===== config.mk =====
export PLATFORM = sky130hd
export DESIGN_NAME = data_bus_arbiter
export DESIGN_NICKNAME = d
export VERILOG_FILES = /design/src/rtl/data_bus_arb_pkg.sv /design/src/rtl/data_bus_arb_timeout.sv /design/src/rtl/data_bus_arbiter.sv
export SDC_FILE = /design/constraint.sdc
export NUM_CORES = 1
export LEC_CHECK = 0
export CAP_MARGIN = 20
export CELL_PAD_IN_SITES_DETAIL_PLACEMENT = 2
export CELL_PAD_IN_SITES_GLOBAL_PLACEMENT = 2
export CORE_MARGIN = 2
export CORE_UTILIZATION = 10
export DETAILED_ROUTE_END_ITERATION = 10
export PLACE_DENSITY = 0.91
export SETUP_SLACK_MARGIN = 0.5
export SYNTH_ARGS = -nofsm -noshare
export SYNTH_HDL_FRONTEND = slang
export SYNTH_SLANG_ARGS = --single-unit

===== constraint.sdc =====
create_clock -name clk -period 2.1 [get_ports clk]
set_clock_uncertainty 0.1 [all_clocks]
set_input_delay 0.42 -clock clk [delete_from_list [all_inputs] [get_ports clk]]
set_output_delay 0.42 -clock clk [all_outputs]
set_load 0.03 [all_outputs]

===== src/rtl/data_bus_arb_pkg.sv =====
// Shared types for the two-master data-bus arbiter: FSM states, master index
// and the round-robin priority rotation helper.
package data_bus_arb_pkg;

    typedef enum logic [1:0] {
        IDLE = 2'd0,
        HOLD = 2'd1,
        WAIT = 2'd2
    } state_e;

    typedef enum logic {
        M0 = 1'b0,
        M1 = 1'b1
    } mst_e;

    // The master just served drops to lowest priority.
    function automatic mst_e next_prio(input mst_e owner);
        mst_e result;
        case (owner)
            M0:      result = M1;
            M1:      result = M0;
            default: result = M0;
        endcase
        return result;
    endfunction

endpackage


===== src/rtl/data_bus_arb_timeout.sv =====
// Response watchdog for the arbiter: cleared when a grant enters WAIT, counts
// WAIT cycles without a response, flags expiry at TIMEOUT_CYCLES.
module data_bus_arb_timeout #(
    parameter int TIMEOUT_CYCLES = 255
) (
    input  logic clk,
    input  logic rst,
    input  logic start,
    input  logic run,
    output logic expire
);

    localparam int CNT_W = $clog2(TIMEOUT_CYCLES + 1);
    localparam logic [CNT_W-1:0] LIMIT = CNT_W'(TIMEOUT_CYCLES);

    logic [CNT_W-1:0] count_r;

    // Wait-cycle counter; holds at the limit so expiry cannot wrap.
    always_ff @(posedge clk) begin
        if (rst) begin
            count_r <= {CNT_W{1'b0}};
        end else if (start) begin
            count_r <= {CNT_W{1'b0}};
        end else if (run && (count_r != LIMIT)) begin
            count_r <= count_r + {{(CNT_W-1){1'b0}}, 1'b1};
        end else begin
            count_r <= count_r;
        end
    end

    assign expire = run && (count_r == LIMIT);

endmodule


===== src/rtl/data_bus_arbiter.sv =====
// Round-robin arbiter sharing one req/gnt/rvalid slave port between m0 and m1,
// one outstanding transaction. Optional watchdog: DATA_BUS_ARBITER_TIMEOUT_EN.
module data_bus_arbiter
    import data_bus_arb_pkg::*;
#(
    parameter int ADDR_W         = 32,
    parameter int DATA_W         = 32,
    parameter int TIMEOUT_CYCLES = 255
) (
    input  logic                clk,
    input  logic                rst,
    input  logic                m0_req,
    input  logic [ADDR_W-1:0]   m0_addr,
    input  logic                m0_we,
    input  logic [DATA_W/8-1:0] m0_be,
    input  logic [DATA_W-1:0]   m0_wdata,
    output logic                m0_gnt,
    output logic                m0_rvalid,
    output logic [DATA_W-1:0]   m0_rdata,
    output logic                m0_err,
    input  logic                m1_req,
    input  logic [ADDR_W-1:0]   m1_addr,
    input  logic                m1_we,
    input  logic [DATA_W/8-1:0] m1_be,
    input  logic [DATA_W-1:0]   m1_wdata,
    output logic                m1_gnt,
    output logic                m1_rvalid,
    output logic [DATA_W-1:0]   m1_rdata,
    output logic                m1_err,
    output logic                s_req,
    output logic [ADDR_W-1:0]   s_addr,
    output logic                s_we,
    output logic [DATA_W/8-1:0] s_be,
    output logic [DATA_W-1:0]   s_wdata,
    input  logic                s_gnt,
    input  logic                s_rvalid,
    input  logic [DATA_W-1:0]   s_rdata,
    input  logic                s_err
);

    localparam int BE_W = DATA_W / 8;

    if (TIMEOUT_CYCLES < 1) begin : g_bad_timeout
        $error("data_bus_arbiter: TIMEOUT_CYCLES must be at least 1");
    end

    state_e            state_r;
    mst_e              prio_r;
    mst_e              owner_r;
    mst_e              sel_r;
    mst_e              sel_s;
    logic              fwd_s;
    logic              resp_s;
    logic              timeout_s;
    logic [DATA_W-1:0] rsp_data_s;
    logic              rsp_err_s;

`ifdef DATA_BUS_ARBITER_TIMEOUT_EN
    logic start_s;
    logic run_s;

    assign start_s = fwd_s && s_gnt;
    assign run_s   = !rst && (state_r == WAIT) && !s_rvalid;

    data_bus_arb_timeout #(
        .TIMEOUT_CYCLES(TIMEOUT_CYCLES)
    ) u_timeout (
        .clk    (clk),
        .rst    (rst),
        .start  (start_s),
        .run    (run_s),
        .expire (timeout_s)
    );
`else
    assign timeout_s = 1'b0;
`endif

    // Pick the master to forward: fresh choice in IDLE, the latched one in HOLD.
    always_comb begin
        sel_s = sel_r;
        fwd_s = 1'b0;
        if (rst) begin
            sel_s = sel_r;
            fwd_s = 1'b0;
        end else begin
            case (state_r)
                IDLE: begin
                    fwd_s = m0_req || m1_req;
                    if (m0_req && m1_req) begin
                        sel_s = prio_r;
                    end else if (m1_req) begin
                        sel_s = M1;
                    end else begin
                        sel_s = M0;
                    end
                end
                HOLD: begin
                    fwd_s = 1'b1;
                    sel_s = sel_r;
                end
                default: begin
                    fwd_s = 1'b0;
                    sel_s = sel_r;
                end
            endcase
        end
    end

    // Request forwarding and grant steering; idle bus fields are driven to zero.
    always_comb begin
        s_req   = fwd_s;
        s_addr  = {ADDR_W{1'b0}};
        s_we    = 1'b0;
        s_be    = {BE_W{1'b0}};
        s_wdata = {DATA_W{1'b0}};
        m0_gnt  = 1'b0;
        m1_gnt  = 1'b0;
        if (fwd_s && (sel_s == M1)) begin
            s_addr  = m1_addr;
            s_we    = m1_we;
            s_be    = m1_be;
            s_wdata = m1_wdata;
            m1_gnt  = s_gnt;
        end else if (fwd_s) begin
            s_addr  = m0_addr;
            s_we    = m0_we;
            s_be    = m0_be;
            s_wdata = m0_wdata;
            m0_gnt  = s_gnt;
        end else begin
            s_addr  = {ADDR_W{1'b0}};
        end
    end

    // Response routing; a watchdog expiry looks like an error with zero data.
    always_comb begin
        resp_s     = !rst && (state_r == WAIT) && (s_rvalid || timeout_s);
        rsp_data_s = s_rvalid ? s_rdata : {DATA_W{1'b0}};
        rsp_err_s  = s_rvalid ? s_err : 1'b1;
        m0_rvalid  = 1'b0;
        m0_rdata   = {DATA_W{1'b0}};
        m0_err     = 1'b0;
        m1_rvalid  = 1'b0;
        m1_rdata   = {DATA_W{1'b0}};
        m1_err     = 1'b0;
        if (resp_s && (owner_r == M1)) begin
            m1_rvalid = 1'b1;
            m1_rdata  = rsp_data_s;
            m1_err    = rsp_err_s;
        end else if (resp_s) begin
            m0_rvalid = 1'b1;
            m0_rdata  = rsp_data_s;
            m0_err    = rsp_err_s;
        end else begin
            m0_rvalid = 1'b0;
        end
    end

    // Arbitration FSM with round-robin priority and owner tracking.
    always_ff @(posedge clk) begin
        if (rst) begin
            state_r <= IDLE;
            prio_r  <= M0;
            owner_r <= M0;
            sel_r   <= M0;
        end else begin
            case (state_r)
                IDLE: begin
                    if (fwd_s && s_gnt) begin
                        owner_r <= sel_s;
                        state_r <= WAIT;
                    end else if (fwd_s) begin
                        sel_r   <= sel_s;
                        state_r <= HOLD;
                    end else begin
                        state_r <= IDLE;
                    end
                end
                HOLD: begin
                    if (s_gnt) begin
                        owner_r <= sel_r;
                        state_r <= WAIT;
                    end else begin
                        state_r <= HOLD;
                    end
                end
                WAIT: begin
                    if (s_rvalid || timeout_s) begin
                        prio_r  <= next_prio(owner_r);
                        state_r <= IDLE;
                    end else begin
                        state_r <= WAIT;
                    end
                end
                default: begin
                    state_r <= IDLE;
                end
            endcase
        end
    end

endmodule


=== Word level (Yosys, flattened, before mapping) ===
Index checks and enable logic that the tools add are counted.
W data, S select, Z words.

* Bits in read-only memories: 0
* Bits of input ports: 177
* Bits in writable memories: 0
* Flip-flop bits (word level): 5
* Output and inout port bits: 140
* Memories kept: 0
* Latch bits: 0
* Word-level logic and storage cells: 60

* Reduce and logical (&&, ||, !) cells: 13
* Equal/unequal tests: 4
* $lt $le $gt $ge: 0
* Bitwise gates (word level): 2
* Multipliers: 0
* Divide/modulo/power cells: 0
* Add/sub/neg operators: 0
* Multiplexer cells: 37
* Shift-type cells: 0

{| class="wikitable"
|+ Operators with widths
! cell !! number
|-
| $mux W32 || 8
|-
| $mux W1 || 20
|-
| $mux W4 || 2
|-
| $logic_and A1 B1 Y1 || 6
|-
| $mux W2 || 3
|-
| $pmux W1 S2 || 3
|-
| $pmux W2 S3 || 1
|-
| $reduce_and A3 Y1 || 2
|-
| $ne A2 B2 Y1 const B || 2
|-
| $eq A2 B1 Y1 const B || 1
|-
| $eq A2 B2 Y1 const B || 1
|-
| $logic_not A2 Y1 || 1
|-
| $not A1 Y1 || 2
|-
| $reduce_and A2 Y1 || 1
|-
| $reduce_bool A2 Y1 || 1
|-
| $logic_not A1 Y1 || 1
|-
| $logic_or A1 B1 Y1 || 1
|}

=== Longest topological paths before layout ===
Gate-level depths: netlist (run 1).

* Word-level depth: 6
* Mapped depth: 6
* Mapped depth without buffers: 3

=== Worst setup path before layout (run 1) ===
Ideal clock, no wire load.

* Kind: input to output
* Start: input rst
* End: output s_addr[23]
* Data required time: 1,580 ps
* Cell stages on the path: 6
* Data arrival time: 1,885 ps
* Setup slack: -305 ps
* Path buffers: 3
* Cells stage by stage: buf_2 o31a_1 a31oi_1 buf_6 buf_6 mux2i_1

* Cells in the longest elaborated chain, start to end: 3
* Elaborated cells on any way between the ends: 5
* Those cells by class: 4 x mux; 1 x reduce/logical

{| class="wikitable"
|+ Ends and longest elaborated chain
! item !! RTL line !! source
|-
| start: declaration || data_bus_arbiter.sv:11 || <nowiki>input logic rst,</nowiki>
|-
| $mux W1 || data_bus_arbiter.sv:82 || <nowiki>if (rst) begin</nowiki>
|-
| $mux W32 or $logic_and A1 B1 Y1 (tied branches) || data_bus_arbiter.sv:124, data_bus_arbiter.sv:118 ||
|-
| $mux W32 * || data_bus_arbiter.sv:118 || <nowiki>if (fwd_s && (sel_s == M1)) begin</nowiki>
|-
| end: declaration || data_bus_arbiter.sv:31 || <nowiki>output logic [ADDR_W-1:0] s_addr,</nowiki>
|}

Every way passes the cells marked *; elsewhere a longest branch is shown, timed or not.

=== Final worst setup path (run 1) ===
* Start: register state_r[0]
* End: output s_addr[31]

* Cells in the longest elaborated chain, start to end: 5
* Elaborated cells on any way between the ends: 9
* Those cells by class: 1 x eq/ne; 6 x mux; 2 x reduce/logical

{| class="wikitable"
|+ Ends and longest elaborated chain
! item !! RTL line !! source
|-
| start: declaration || data_bus_arbiter.sv:47 || <nowiki>state_e state_r;</nowiki>
|-
| start signal: assignment || data_bus_arbiter.sv:162 || <nowiki>state_r <= IDLE;</nowiki>
|-
| start signal: assignment || data_bus_arbiter.sv:171 || <nowiki>state_r <= WAIT;</nowiki>
|-
| start signal: assignment || data_bus_arbiter.sv:174 || <nowiki>state_r <= HOLD;</nowiki>
|-
| $eq A2 B1 Y1 or $logic_not A2 Y1 (tied branches) || data_bus_arbiter.sv:86 || <nowiki>case (state_r)</nowiki>
|-
| $pmux W1 S2 or $mux W1 (tied branches) || data_bus_arbiter.sv:86 ||
|-
| $mux W1 || data_bus_arbiter.sv:82 ||
|-
| $mux W32 or $logic_and A1 B1 Y1 (tied branches) || data_bus_arbiter.sv:124, data_bus_arbiter.sv:118 ||
|-
| $mux W32 * || data_bus_arbiter.sv:118 ||
|}

Marks and branches as above.

==> metrics.md, run 1 <==
| Metric | Value |
|---|---|
| RSZ-0062 raised after global routing | true |
| Min Tclk post-route | 2.453 ns |
| Hold Path Origin | rst |
| # fillers | around 2,500 |
| Min Hold Slack | 0.2645 ns |
| Die X | about 160 microns |
| Initial antenna violation count | 1 |
| Initial Util | roughly a tenth |
| Site Rows | 56 |
| Final Power | 2361 uW |
| Worst hold-check path type | primary input to flip-flop |
| Crit path top cell by count | buf_12 |
| Setup Slack @ Placement | -0.7141 ns |
| Root Driver | clkbuf_16 |
| Number of port buffers | around 320 |
| Placed cells | slightly above 1,000 |
| Count of state elements after synthesis | 5 |
| Slew @ Worst Pin | about 0.33 ns |
| Pin count of the biggest net entering global routing | 51 |
| Critical Path Start Type | flip-flop |
| Clock slew at reported path FFs | around 0.030 ns |
| CTS sink cnt | 5 |
| CP Launch Point | state_r[0] |
| Ys Warns | 0 |
| Post-route ant nets | 0 |
| Routability cong. | about 0.75 |
| Max Cap Violations | 0 |
| Layout overhead on the synthesized area | 270.2% |
| Max Clk Rate | 407.7 MHz |
| Die height | approximately 160 microns |
| Syn_nets | 568 |
| Total negative setup slack | -34.51 ns |
| Part of the power in registers | roughly 4.5% |
| Power share of the clock group | a little over an eighth |
| Outcome | complete, but fails checks |
| Hold-fix buffers at CTS | 0 |
| Sequential fraction of the synthesis area | under 10% |
| Mapped Area | around 2400 sq um |
| Drt wl/cell | 20.06 microns |
| Detailed Route Iter0 Violations | around 100 |
| Switch share | a little over two fifths |
| Syn_area_per_cell | roughly 6 sq um |
| CTS tree | done |
| Gate power share | 82.0% |
| Residual DRC | 0 |
| 1st-pass router iterations | 4 |
| Vias | around 4,500 |
| Final wirelength | between 20 and 25 mm |
| I/O pins | ~320 |
| Final Hold Fails | 0 |
| Final Setup Violations | 140 |
| Failing checks | setup timing |
| CP arrival | approximately 1.9 ns |
| Vias per Instance | between 4 and 5 |
| Clk Latency, worst-skew pair | 0.23 ns |
| Internal Power | 1362 uW |
| Sequential cell area | around 100 sq um |
| DP HPWL | around 16 mm |
| Area taken by multi-input logic gates | 3485 sq um |
| Die area | between 20,000 and 25,000 sq um |
| Psw | roughly 1000 uW |
| First-pass GRT wire length | around 30 mm |
| GRT Util Overall | 16.06% |
| Critical path type | flip-flop to output port |
| Core area | ~23,000 sq um |
| Clk buf depth | 2 |
| Final Worst Setup Slack | -0.3529 ns |
| Pwr Density | 271.2 nW/um^2 |
| Worst path max stage delay | 0.32 ns |
| Maximum vdd drop | approximately 0.19 mV |
| Count of different cell masters after synthesis | 25 |
| TritonCTS buffer count | 3 |
| Number of global-route vias before repair | around 5,200 |
| Crit share post-route | 116.8% |
| Cell leakage power | 0.003214 uW |
| CP max-delay cell | dfxtp_2 |
| Slew Limit Fails | 0 |
| Nets@finish | between 900 and 1,000 |
| Crit path required time | between 1.5 and 2 ns |
| Cells after synthesis | about 400 |
| Worst-path cell chain | o31a_1 > a31oi_4 > buf_12 > buf_12 > buf_16 > mux2i_4 > buf_12 |
| CTS HTree Levels | 1 |
| Rel. slew slack | around 80% |
| CP Capture Type | output port |
| Critical R2R Launch | state_r[0] |
| Worst-path maximum fanout | 6 |
| Final cell count without fillers | between 1,000 and 1,500 |
| GR Overflow Total | 0 |
| Fraction of layout cells with a size suffix above 1 | between 50% and 60% |
-- state kept, by name, summed over array words and instances, names as in the netlist --
name,flops
sel_r,1
state_r,2
prio_r,1
owner_r,1
-- through the flow --
step                      area, sq um  utilization [%]
after global routing             8705            37.42
after detailed placement         7461            32.07
after floorplan                  3895                -
after global placement           7461            32.07
final                            8707            37.43
after CTS                        8516            36.61
-- path summary, 6_finish.rpt --
check                                  end  slack (ns)  cells after the start
worst max-delay path            s_addr[31]       -0.35                      7
worst min-delay path                 sel_r        0.26                      2
worst max register to register  state_r[0]        0.34                      6
worst min register to register       sel_r        0.40                      2
-- worst max-delay path, delay by kind of cell (launching register included) --
family	cells	cell delay, ns
buffers and inverters	4	0.59
AOI/OAI and AO/OA	2	0.51
DFF	1	0.32
muxes	1	0.26
-- Yosys cell counts --
cell type / number / area [sq um]
buf_8: 6 / 90.09
nand4b_1: 1 / 8.760
o21bai_1: 1 / 7.510
nand2b_1: 1 / 6.260
nand3_1: 139 / 695.7
o2bb2ai_1: 1 / 8.760
nand3b_1: 2 / 15.01
and4bb_2: 1 / 12.51
clkbuf_1: 9 / 33.78
buf_2: 32 / 160.2
nand2_1: 35 / 131.4
or3_1: 1 / 6.260
a21oi_1: 2 / 10.01
nor2_1: 71 / 266.5
dfxtp_1: 5 / 100.1
o41ai_1: 1 / 8.760
nor2b_1: 2 / 12.51
mux2i_1: 70 / 700.7
inv_1: 3 / 11.26
and2_1: 1 / 6.260
buf_6: 3 / 33.78
and3_1: 1 / 6.260
a31oi_1: 1 / 6.260
nor3_1: 1 / 5.000
o31a_1: 1 / 8.760
-- cell usage in the layout (no fill, tap or decap), types with 3 or more instances in the layout --
master,netlist,layout
buf_12,0,32
buf_16,0,11
buf_4,0,45
buf_6,3,134
clkbuf_16,0,4
clkdlybuf4s50_1,0,171
dfxtp_1,5,4
mux2i_4,0,69
nand2_1,35,33
nand3_1,139,122
nand3_2,0,14
nand3_4,0,3
nor2_1,71,3
nor2_4,0,68
-- layout make-up --
class                   count  share of cell area [%]
repair buffers            401                   53.08
multi-input cells         334                   40.02
well taps                 319                   4.584
flip-flops and latches      5                   1.164
clock buffers               4                  0.9053
inverters                   3                  0.2155
diodes                      1                 0.02874
-- layer usage --
metal / up-vias / global-route usage, % / wire length (microns)
met4: 0 / 1.688 / 147
met5: - / 0 / 0
met3: 9 / 4.020 / 1702
li1: 2092 / - / -
met2: 221 / 34.33 / 12380
met1: 2146 / 15.54 / 7176
-- power groups by stage --
stage	clock [uW]	sequential, uW	combinational (uW)
floorplan	0	107	978
global placement	0	106	1680
detailed placement	0	107	1730
CTS	328	106	1910
global route	333	106	2030
finish	319	105	1940
-- cell families (layout without fill, tap and decap cells) --
kind of cell,Yosys count,count (layout),synth area share (%)
AND/OR/NAND/NOR,256,257,49.84
multiplexers,70,70,29.79
flip-flops,5,5,4.255
buffers and inverters,53,408,13.99
other,0,1,0
AO/OA/AOI/OAI,7,7,2.128
-- what timing repair did --
action / CTS / global route
endpoints found under the setup margin: 144 / 143
buffers inserted: 10 / 7
pin swaps: 10 / 4
gates resized for setup: 180 / 14
cloned: 9 / 2
No activity file was read; power rests on OpenSTA's default activity.
==> inputs of run 2 (changes only) <==
Settings changed: ABC_AREA from default to 1, PLACE_DENSITY 0.91 to 0.95.
==> metrics.md, run 2 <==
| Metric | Value |
|---|---|
| Outcome | complete, but fails checks |
| Failing checks | setup timing |
| Area share of the largest cell type after synthesis | 30.91% (+1.1 points) |
| Slew @ Worst Pin | 0.3823 ns (+0.05533 ns) |
| Critical R2R Launch | state_r[1] |
| CP max-delay cell | dfxtp_4 |
| Residual DRC | 0 (unchanged) |
| Sequential fraction of the synthesis area | 5.387% (+1.1 points) |
| Cells after synthesis | 397 (+1.5%) |
| Commonest non-fill, non-tap cells in the layout | 172 x clkdlybuf4s50_1, 148 x buf_6, 120 x nand2_4, 64 x nor3_4 |
| Initial antenna violation count | 1 (unchanged) |
| Commonest cells in the netlist | 153 x nand2_1, 72 x nand3_1, 61 x nor3_1 |
| Syn_nets | 574 (+1.1%) |
| Ys flop type | dfxtp_1 |
| Crit share post-route | 113.7% (-3.1 points) |
| Number of global-route vias before repair | 5,575 (+7.7%) |
| Post-Route Utilization | 52.09% (+15 points) |
| Crit path required time | 1.58 ns (about the same) |
| Number of synthesized flops with an enable pin | 0 (unchanged) |
| Buffers and inverters on the worst path | 5 (+1) |
| Top cells by area, synth | nand2_1 31%, nand3_1 19%, nor3_1 16% |
| Die height | 140.3 microns (-11%) |
| Reg2Reg Depth | 18 (+12) |
| Core area | 18,090 sq um (-22%) |
| Die area | 19,690 sq um (-21%) |
| Syn_area_per_cell | 4.680 sq um (-22%) |
| I/O pins | 317 (unchanged) |
| Rel. slew slack | 74.49% (-3.4 points) |
| Maximum vdd drop | 0.1837 mV (-2.5%) |
| Ys async rst share | 0% (unchanged) |
| Drt wl/cell | 27.36 microns (+36%) |
| RSZ-0062 raised after global routing | true |
| FF-to-FF setup slack | -0.27 ns (-0.61 ns) |
| Nets@finish | 968 (+4.6%) |
| Clock slew at reported path FFs | 0.04 ns (about the same) |
| Count of state elements after synthesis | 5 (unchanged) |
| Clk Latency, worst-skew pair | 0.23 ns (about the same) |
| CTS sink cnt | 5 (unchanged) |
| Initial Util | 10.27% (+0.16 points) |
| Fraction of layout cells with a size suffix above 1 | 68.61% (+16 points) |
| Final Setup Violations | 141 (+0.71%) |
| WL met1 | 8.905 mm (+24%) |
| Hold Path Origin | rst |
| Critical Path Start Type | flip-flop |
| DP HPWL | 15.00 mm (-6.1%) |
| Reg2reg end | owner_r |
| Hold Crit Endpoint | prio_r |
| First-pass GRT wire length | 37.35 mm (+23%) |
| Worst hold-check path type | primary input to flip-flop |
| Detailed Route Iter0 Violations | 118 (+13%) |
| Max Used Layer | met4 |
| 1st-pass router iterations | 4 (unchanged) |
| Max Cap Violations | 0 (unchanged) |
| Met3 wire len | 1.531 mm (-10%) |
| Delay-heaviest family, CP | buffers and inverters |
| Layout overhead on the synthesized area | 407.0% |
| Cell leakage power | 0.004328 uW (+35%) |
| Commonest non-fill, non-tap cell in the layout | clkdlybuf4s50_1 |
| Min Tclk post-route | 2.389 ns (-0.06422 ns) |
| Pwr Density | 316.8 nW/um^2 (+17%) |
| GRT Util Overall | 25.75% (+9.7 points) |
| Largest register FFs | 2 (unchanged) |
| Met2 wire len | 16.04 mm (+30%) |
| Largest area contributor in the netlist | nand2_1 |
| Vias per Instance | 4.618 (+10%) |
| Slew Limit Fails | 0 (unchanged) |
| Hold-fix buffers at CTS | 0 (unchanged) |
| Count leader, synth | nand2_1 |
| # fillers | 1,724 (-30%) |
| Ys Warns | 0 (unchanged) |
| Final Hold Fails | 0 (unchanged) |
| Final wirelength | 27.91 mm (+30%) |
| Hold Path Depth | 2 (unchanged) |
| TritonCTS buffer count | 3 (unchanged) |
| Worst-path cell chain | nor2_4 > nand2_2 > nand2_2 > nand2_4 > nor2_4 > buf_12 > buf_8 > buf_12 > buf_12 > nand2_4 > nand2_4 > buf_6 |
| CP arrival | 1.87 ns (-0.06 ns) |
| Root Driver | clkbuf_16 |
| CP Capture Type | output port |
| Max Clk Rate | 418.6 MHz (+2.7%) |
| Final Worst Setup Slack | -0.2887 ns (+0.06423 ns) |
| Worst path max stage delay | 0.36 ns (+0.04 ns) |
| CTS HTree Levels | 1 (unchanged) |
| Number of port buffers | 316 (unchanged) |
| Post-route ant nets | 0 (unchanged) |
| Site Rows | 49 (-13%) |
| Vias | 4,710 (+5.4%) |
| Mapped Area | 1858 sq um (-21%) |
| Pin count of the biggest net entering global routing | 26 (-49%) |
| Reg with most FFs | state_r |
| Final Power | 2984 uW (+26%) |
| Clk buf depth | 2 (unchanged) |
| Routability cong. | 0.7681 (+2.4%) |
| CTS tree | done |
| GR Overflow Total | 0 (unchanged) |
| Critical path type | flip-flop to output port |
| Count of different cell masters after synthesis | 18 (-28%) |
| Worst-path maximum fanout | 5 (-1) |
| Die X | 140.3 microns (-11%) |
## run 2: cell types whose count changed in the layout (fill, tap and decap cells not counted), moves of 14 or more
cell	change
nand2_4	+120
nand3_1	-101
mux2i_4	-69
nor3_4	+64
nor2_4	-62
inv_1	+35
nand2_1	-28
nand2_2	+25
nand3_2	+22
buf_6	+14
## run 2: final cells by class
class	instances	area, sq um	share of cell area [%]
diodes	1	2.502	0.02656
repair buffers	421	5082	53.95
well taps	229	286.5	3.042
repair inverters	1	30.03	0.3188
clock buffers	4	78.83	0.8368
inverters	45	220.2	2.338
flip-flops and latches	5	107.6	1.142
multi-input cells	314	3612	38.35
## run 2: where the power goes
part           total (uW)  internal, uW  leakage [uW]  switching (uW)
Clock                 324           252     0.0000382            71.5
Sequential            112           102     0.0000423            10.9
Combinational        2550          1220       0.00425            1330
Total                2980          1580       0.00433            1410
## run 2: repair_timing
item | in CTS | in global routing
pin swaps | 64 | 32
endpoints found under the hold margin | 0 | 0
setup endpoints to repair | 144 | 142
gates resized for setup | 372 | 91
setup buffers | 38 | 1
cloned | 19 | 5
## run 2: worst register-to-register path, cell delays in order, from the launching register on
cell	delay, ns
dfxtp_4	0.36
inv_4	0.07
nand2_4	0.06
buf_4	0.13
buf_6	0.10
buf_4	0.12
buf_4	0.12
buf_4	0.13
buf_6	0.11
buf_6	0.11
buf_6	0.10
buf_6	0.10
buf_6	0.10
buf_6	0.11
o21ai_4	0.16
nand2_2	0.09
nand2_2	0.08
nand2_2	0.06
nor2_1	0.09
## run 2: cells by family after synthesis
logic type,Yosys count,synth area share [%]
simple gates,307,73.13
buf+inv,79,19.73
flops,5,5.387
compound gates,6,1.751
## run 2: how the worst max path moves through the flow
stage | start | end | slack [ns] | cells after the start
floorplan | state_r[1] | m0_rdata[21] | 0.20 | 7
global placement | rst | s_wdata[31] | -0.53 | 10
detailed placement | rst | s_addr[17] | -0.63 | 12
CTS | state_r[1] | s_wdata[2] | -0.19 | 13
global route | state_r[1] | s_wdata[31] | -0.36 | 12
finish | state_r[1] | s_wdata[28] | -0.29 | 12
## run 2: through the flow
step           std cells  TNS [ns]  area [sq um]  hold slack (ns)  setup slack [ns]
2_1_floorplan        397         0          3189           0.3446            0.1978
3_3_place_gp         952    -62.74          6561           0.3691           -0.5289
3_5_place_dp         952    -72.81          6561           0.3934           -0.6310
4_1_cts             1013    -15.34          8860           0.3371           -0.1880
5_1_grt             1020    -33.19          9420           0.3332           -0.3591
6_report            1020    -23.79          9420           0.3252           -0.2887
## run 2: routing by layer
metal / up-vias / GRT usage [%]
li1: 2071 / -
met1: 2309 / 23.81
met2: 268 / 52.61
met3: 62 / 5.436
met4: 0 / 12.39
met5: - / 0
